$ cat config.mk
export PLATFORM = sky130hd
export DESIGN_NAME = scoreboard_hazard_unit_flat
export DESIGN_NICKNAME = d
export VERILOG_FILES = /design/src/rtl/scoreboard_hazard_unit_if.sv /design/src/rtl/scoreboard_hazard_unit.sv /design/src/flat_wrapper.sv
export SDC_FILE = /design/constraint.sdc
export NUM_CORES = 1
export LEC_CHECK = 0
export ABC_AREA = 1
export CAP_MARGIN = 40
export CORE_MARGIN = 4
export CORE_UTILIZATION = 50
export CTS_CLUSTER_DIAMETER = 120
export CTS_CLUSTER_SIZE = 25
export DETAILED_ROUTE_END_ITERATION = 10
export PLACE_DENSITY = 0.73
export SLEW_MARGIN = 40
export SYNTH_ARGS = -nofsm -noshare
export SYNTH_HDL_FRONTEND = slang
export SYNTH_SLANG_ARGS = --single-unit
$ cat constraint.sdc
create_clock -name clk -period 1.91 [get_ports clk]
set_clock_uncertainty 0.1 [all_clocks]
set_input_delay 0.191 -clock clk [delete_from_list [all_inputs] [get_ports clk]]
set_output_delay 0.191 -clock clk [all_outputs]
set_load 0.05 [all_outputs]
$ cat src/rtl/scoreboard_hazard_unit_if.sv
// scoreboard_hazard_unit_if: issue/writeback bundle between the issue stage and the scoreboard
interface scoreboard_hazard_unit_if #(
  parameter int NREGS = 32,
  parameter int DEPTH = 5,
  parameter int AW = $clog2(NREGS),
  parameter int LW = $clog2(DEPTH + 1)
);
  logic iss_valid;
  logic [AW-1:0] iss_src_a;
  logic [AW-1:0] iss_src_b;
  logic iss_check_a;
  logic iss_check_b;
  logic iss_writereg;
  logic [AW-1:0] iss_waddr;
  logic [LW-1:0] iss_lat;
  logic flush;
  logic iss_stalled;
  logic iss_lat_err;
  logic wb_valid;
  logic [AW-1:0] wb_addr;
  logic sb_busy;
  modport master (
    output iss_valid, iss_src_a, iss_src_b, iss_check_a, iss_check_b,
    output iss_writereg, iss_waddr, iss_lat, flush,
    input iss_stalled, iss_lat_err, wb_valid, wb_addr, sb_busy
  );
  modport slave (
    input iss_valid, iss_src_a, iss_src_b, iss_check_a, iss_check_b,
    input iss_writereg, iss_waddr, iss_lat, flush,
    output iss_stalled, iss_lat_err, wb_valid, wb_addr, sb_busy
  );
endinterface

$ cat src/rtl/scoreboard_hazard_unit.sv
// scoreboard_hazard_unit: register scoreboard with writeback slot pipeline (RAW/WAW/structural stalls)
// Optional SCOREBOARD_BYPASS_EN: a source being written back this cycle is forwarded instead of stalling.
module scoreboard_hazard_unit #(
  parameter int NREGS = 32,
  parameter int DEPTH = 5,
  parameter int AW = $clog2(NREGS),
  parameter int LW = $clog2(DEPTH + 1)
) (
  input logic clk,
  input logic reset,
  scoreboard_hazard_unit_if.slave sb
);
`ifdef SCOREBOARD_BYPASS_EN
  localparam bit BYP = 1'b1;
`else
  localparam bit BYP = 1'b0;
`endif
  logic [NREGS-1:0] pending, pending_n;
  logic [DEPTH-1:0] slot_valid, slot_valid_n;
  logic [DEPTH-1:0][AW-1:0] slot_addr, slot_addr_n;
  logic we, raw_a, raw_b, waw, structural, accept;
  assign sb.wb_valid = slot_valid[0];
  assign sb.wb_addr = slot_addr[0];
  assign sb.sb_busy = |pending;
  assign sb.iss_lat_err = sb.iss_valid && sb.iss_writereg &&
                          (sb.iss_lat == '0 || sb.iss_lat > LW'(DEPTH));
  // register 0 is hardwired: writes to it are dropped and never reserve a slot
  assign we = sb.iss_writereg && sb.iss_waddr != '0;
  assign raw_a = sb.iss_check_a && sb.iss_src_a != '0 && pending[sb.iss_src_a] &&
                 !(BYP && sb.wb_valid && sb.wb_addr == sb.iss_src_a);
  assign raw_b = sb.iss_check_b && sb.iss_src_b != '0 && pending[sb.iss_src_b] &&
                 !(BYP && sb.wb_valid && sb.wb_addr == sb.iss_src_b);
  assign waw = sb.iss_writereg && pending[sb.iss_waddr] &&
               !(sb.wb_valid && sb.wb_addr == sb.iss_waddr);
  // slot iss_lat is the one that shifts into iss_lat-1; out-of-range latencies shift to zero
  assign structural = we && |(slot_valid & (DEPTH'(1) << sb.iss_lat));
  assign sb.iss_stalled = sb.iss_valid && (raw_a || raw_b || waw || structural || sb.iss_lat_err);
  assign accept = sb.iss_valid && !sb.iss_stalled && !sb.flush;
  always_comb begin
    pending_n = pending;
    slot_valid_n = slot_valid >> 1;
    slot_addr_n = slot_addr >> AW;
    if (sb.wb_valid) pending_n[sb.wb_addr] = 1'b0;
    if (accept && we) begin
      pending_n[sb.iss_waddr] = 1'b1;
      for (int k = 0; k < DEPTH; k++)
        if (sb.iss_lat == LW'(k + 1)) begin
          slot_valid_n[k] = 1'b1;
          slot_addr_n[k] = sb.iss_waddr;
        end
    end
    if (sb.flush) begin
      pending_n = '0;
      slot_valid_n = '0;
    end
  end
  always_ff @(posedge clk or posedge reset)
    if (reset) begin
      pending <= '0;
      slot_valid <= '0;
      slot_addr <= '0;
    end else begin
      pending <= pending_n;
      slot_valid <= slot_valid_n;
      slot_addr <= slot_addr_n;
    end
endmodule

$ cat src/flat_wrapper.sv
// flat-port wrapper written by rule: the top's interface ports become plain ports
module scoreboard_hazard_unit_flat 
#(
  parameter int NREGS = 32,
  parameter int DEPTH = 5,
  parameter int AW = $clog2(NREGS),
  parameter int LW = $clog2(DEPTH + 1)
)
  (clk, reset, sb_iss_valid, sb_iss_src_a, sb_iss_src_b, sb_iss_check_a, sb_iss_check_b, sb_iss_writereg, sb_iss_waddr, sb_iss_lat, sb_flush, sb_iss_stalled, sb_iss_lat_err, sb_wb_valid, sb_wb_addr, sb_sb_busy);
  scoreboard_hazard_unit_if #(.NREGS(NREGS), .DEPTH(DEPTH), .AW(AW), .LW(LW)) sb_i ();
  input logic clk;
  input logic reset;
  input wire logic [$bits(sb_i.iss_valid)-1:0] sb_iss_valid;
  input wire logic [$bits(sb_i.iss_src_a)-1:0] sb_iss_src_a;
  input wire logic [$bits(sb_i.iss_src_b)-1:0] sb_iss_src_b;
  input wire logic [$bits(sb_i.iss_check_a)-1:0] sb_iss_check_a;
  input wire logic [$bits(sb_i.iss_check_b)-1:0] sb_iss_check_b;
  input wire logic [$bits(sb_i.iss_writereg)-1:0] sb_iss_writereg;
  input wire logic [$bits(sb_i.iss_waddr)-1:0] sb_iss_waddr;
  input wire logic [$bits(sb_i.iss_lat)-1:0] sb_iss_lat;
  input wire logic [$bits(sb_i.flush)-1:0] sb_flush;
  output wire logic [$bits(sb_i.iss_stalled)-1:0] sb_iss_stalled;
  output wire logic [$bits(sb_i.iss_lat_err)-1:0] sb_iss_lat_err;
  output wire logic [$bits(sb_i.wb_valid)-1:0] sb_wb_valid;
  output wire logic [$bits(sb_i.wb_addr)-1:0] sb_wb_addr;
  output wire logic [$bits(sb_i.sb_busy)-1:0] sb_sb_busy;
  assign sb_i.iss_valid = sb_iss_valid;
  assign sb_i.iss_src_a = sb_iss_src_a;
  assign sb_i.iss_src_b = sb_iss_src_b;
  assign sb_i.iss_check_a = sb_iss_check_a;
  assign sb_i.iss_check_b = sb_iss_check_b;
  assign sb_i.iss_writereg = sb_iss_writereg;
  assign sb_i.iss_waddr = sb_iss_waddr;
  assign sb_i.iss_lat = sb_iss_lat;
  assign sb_i.flush = sb_flush;
  assign sb_iss_stalled = sb_i.iss_stalled;
  assign sb_iss_lat_err = sb_i.iss_lat_err;
  assign sb_wb_valid = sb_i.wb_valid;
  assign sb_wb_addr = sb_i.wb_addr;
  assign sb_sb_busy = sb_i.sb_busy;
  scoreboard_hazard_unit #(.NREGS(NREGS), .DEPTH(DEPTH), .AW(AW), .LW(LW)) u_core (.clk(clk), .reset(reset), .sb(sb_i));
endmodule
==> metrics <==
Worst Hold Class primary input to asynchronous set/reset pin; Tmin final 2.38 ns; Post-Syn Area 4430 um2; CORE AREA 8680 um2; placed cell areas 5350 um2; die width 102 um; final cell count without fillers 900; CTS tree done; Synthesis Warnings 0; row count 34; top cells by count, synth 197 x nand2_1, 95 x o21ai_0, 62 x dfrtp_1, 60 x inv_1, 53 x nand3_1; die area 10,400 um2; cells taking the most area after synthesis dfrtp_1 35%, nand2_1 17%, o21ai_0 11%, nand3_1 6.0%, a21oi_1 5.6%; total gr overflow 0; layout net count 812; Worst Path Arrival 2.09 ns; Adder-Cell Fraction of Synth Area 0%; async set or reset register ratio after synthesis 100%; total power draw 3.32 mW; Max FO, Critical Path 5; Final WS setup -0.471 ns; routed len/inst 16.5 um; dpl cells 863; FILL cells 727; Tcrit/Tclk final 125%; initial antenna violation count 0; Post-Synthesis Cells 686; post-synthesis xor/xnor area fraction 0%; pre-CTS setup slack -0.645 ns; max-cap violation count 0; Port Buf Inserts 33; Top Ports 34; clk sinks 62; crit path kind flip-flop to output port; worst reg-to-reg setup slack -0.40 ns; Slew @ Worst Pin 0.483 ns; worst setup path end sb_iss_stalled; htree depth 3; layout cells sized above 1 24.0%; Clock Latency Late Sink 0.35 ns; crit path capture type output port; post-route setup TNS -14.94 ns; failing checks negative setup slack; area grow syn2layout 36.2%; Synth Area in Compound Gates 17.3%; cts bufs inserted 9; Slew headroom 67.8%; Yosys cell types 29; final HPWL from detailed placement 10.2 mm; sequential fraction of the synthesis area 35.0%; Global Route Usage Sum 29.2%; clock slew at reported path FFs 0.08 ns; Vias/cell 5.86; startpoint types flip-flop; post-synth top area share 35.0%; endpoints failing setup 63; Yosys top cell by area dfrtp_1; vias in the first global route 5,043; syn_nets 711; CTS Hold Bufs 0; Antenna Cells 0; combinational family with the most area after synthesis simple AND/OR/NAND/NOR gates; simple logic cell fraction of the synthesized area 36.9%; worst path required time 1.62 ns; crit path from u_core.pending[19]; 1st-pass router iterations 5; number of synthesized flops with an enable pin 0; Synth Register Bits 62; Max VDD drop 486 uV; first-pass GRT wire length 24.0 mm; top_reg_cell synth dfrtp_1; DRT Wirelength 14.9 mm; highest clock rate 420 MHz; cell area after layout 6030 um2; leakage power 2.82 nW; RSZ-0062 raised after global routing true; most used standard cell by instance count after synthesis nand2_1; starting density of the core 51.0%; PwrDens 550 nW/um2; final hold vios 0; DRC Markers 0; Critical R2R Launch u_core.pending[25]; R2R depth 19; routed vias 5,275; pin count of the biggest net entering global routing 63; clock buffer depth 2; antenna viol nets, final 0; Avg Inst Size Synth 6.46 um2; DRT iter0 DRCs 480; gpl congestion 0.950; Root Buffer clkbuf_8; Worst R2R End u_core.slot_addr[6]; Chip Height 102 um; Slew Viols, Final 0; status finished with violations; post-synthesis mux area share 0%
what timing repair did:
item	4_1_cts	5_1_grt
gates resized for setup	45	42
setup buffers	12	7
cloned	2	0
setup endpoints to repair	63	63
pin swaps	8	16
state kept, by name (all words and copies together), names as in the netlist:
name / cells
u_core.slot_valid: 5
u_core.sb.wb_addr: 5
u_core.pending: 32
u_core.slot_addr: 20
worst max-delay path, stage by stage, from the launching register on:
cell and delay, ns:
dfrtp_2 0.43, nand2_1 0.07, nand3_1 0.10, nand3_2 0.09
nand2_1 0.06, nand2_1 0.04, nand2_1 0.07, nor2_2 0.05
nor2_2 0.21, buf_6 0.16, nor2_8 0.04, buf_6 0.11
a21boi_4 0.14, buf_12 0.15
report_power, final:
part / switching [mW] / internal [mW]
combinational: 0.416 / 0.297
clock: 0.565 / 0.712
sequential: 0.00852 / 1.32
per-layer routing:
metal  vias to the layer above  GRT usage [%]  routed length [um]
met4                         0           16.2                 632
met1                      2434           35.4                5740
li1                       2491              -                   -
met3                        58           5.46                1150
met2                       292           48.7                7330
met5                         -              0                   0
cells by family (layout without fill, tap and decap cells):
group / count (synthesis) / count (layout)
AOI/OAI and AO/OA: 151 / 151
DFF: 62 / 62
buffers and inverters: 108 / 214
and+or+nand+nor: 365 / 365
final cells by class:
cell class                 count  area [um2]  area share (%)
inverter                      68         262            4.34
timing repair buffer         130        1260            20.9
clock inverter                 4        53.8           0.892
clock buffer                  12         165            2.74
tap                          108         135            2.24
sequential                    62        1560            25.9
multi-input combinational    516        2590            43.0
worst min-delay path by stage:
stage,endpoint,slack [ns],depth (start not counted)
2_1_floorplan,u_core.slot_addr[24],0.26,2
6_report,u_core.pending[26],0.11,3
4_1_cts,u_core.pending[27],0.13,3
3_5_place_dp,u_core.slot_addr[10],0.38,2
3_3_place_gp,u_core.slot_addr[19],0.37,2
5_1_grt,u_core.pending[28],0.15,3
per-stage QoR:
step / hold WS, ns / util [%]
6_report: 0.110 / 69.5
5_1_grt: 0.151 / 69.5
3_3_place_gp: 0.368 / 61.6
4_1_cts: 0.134 / 67.5
3_5_place_dp: 0.381 / 61.6
2_1_floorplan: 0.259 / -
placed cells by master, fill, tap and decap left out, types with 3 or more instances in the layout:
cell type | netlist | routed
o21ai_1 | 1 | 7
nand4_1 | 38 | 38
nor3_1 | 12 | 4
a21oi_2 | 0 | 13
nor2_2 | 0 | 8
nand2_1 | 197 | 194
inv_2 | 5 | 11
nand3_1 | 53 | 52
buf_12 | 0 | 12
inv_1 | 60 | 53
a21oi_1 | 50 | 37
nor2_1 | 49 | 41
buf_4 | 7 | 84
nor3_2 | 0 | 4
nor4_1 | 6 | 6
clkdlybuf4s50_1 | 0 | 19
dfrtp_1 | 62 | 54
nor3_4 | 0 | 4
nand2_2 | 2 | 4
dfrtp_2 | 0 | 8
o21ai_0 | 95 | 85
o22ai_1 | 3 | 3
o21ai_2 | 0 | 4
buf_6 | 4 | 7
dlygate4sd2_1 | 0 | 5
clkbuf_8 | 0 | 12
(Power assumes the default switching activity.)
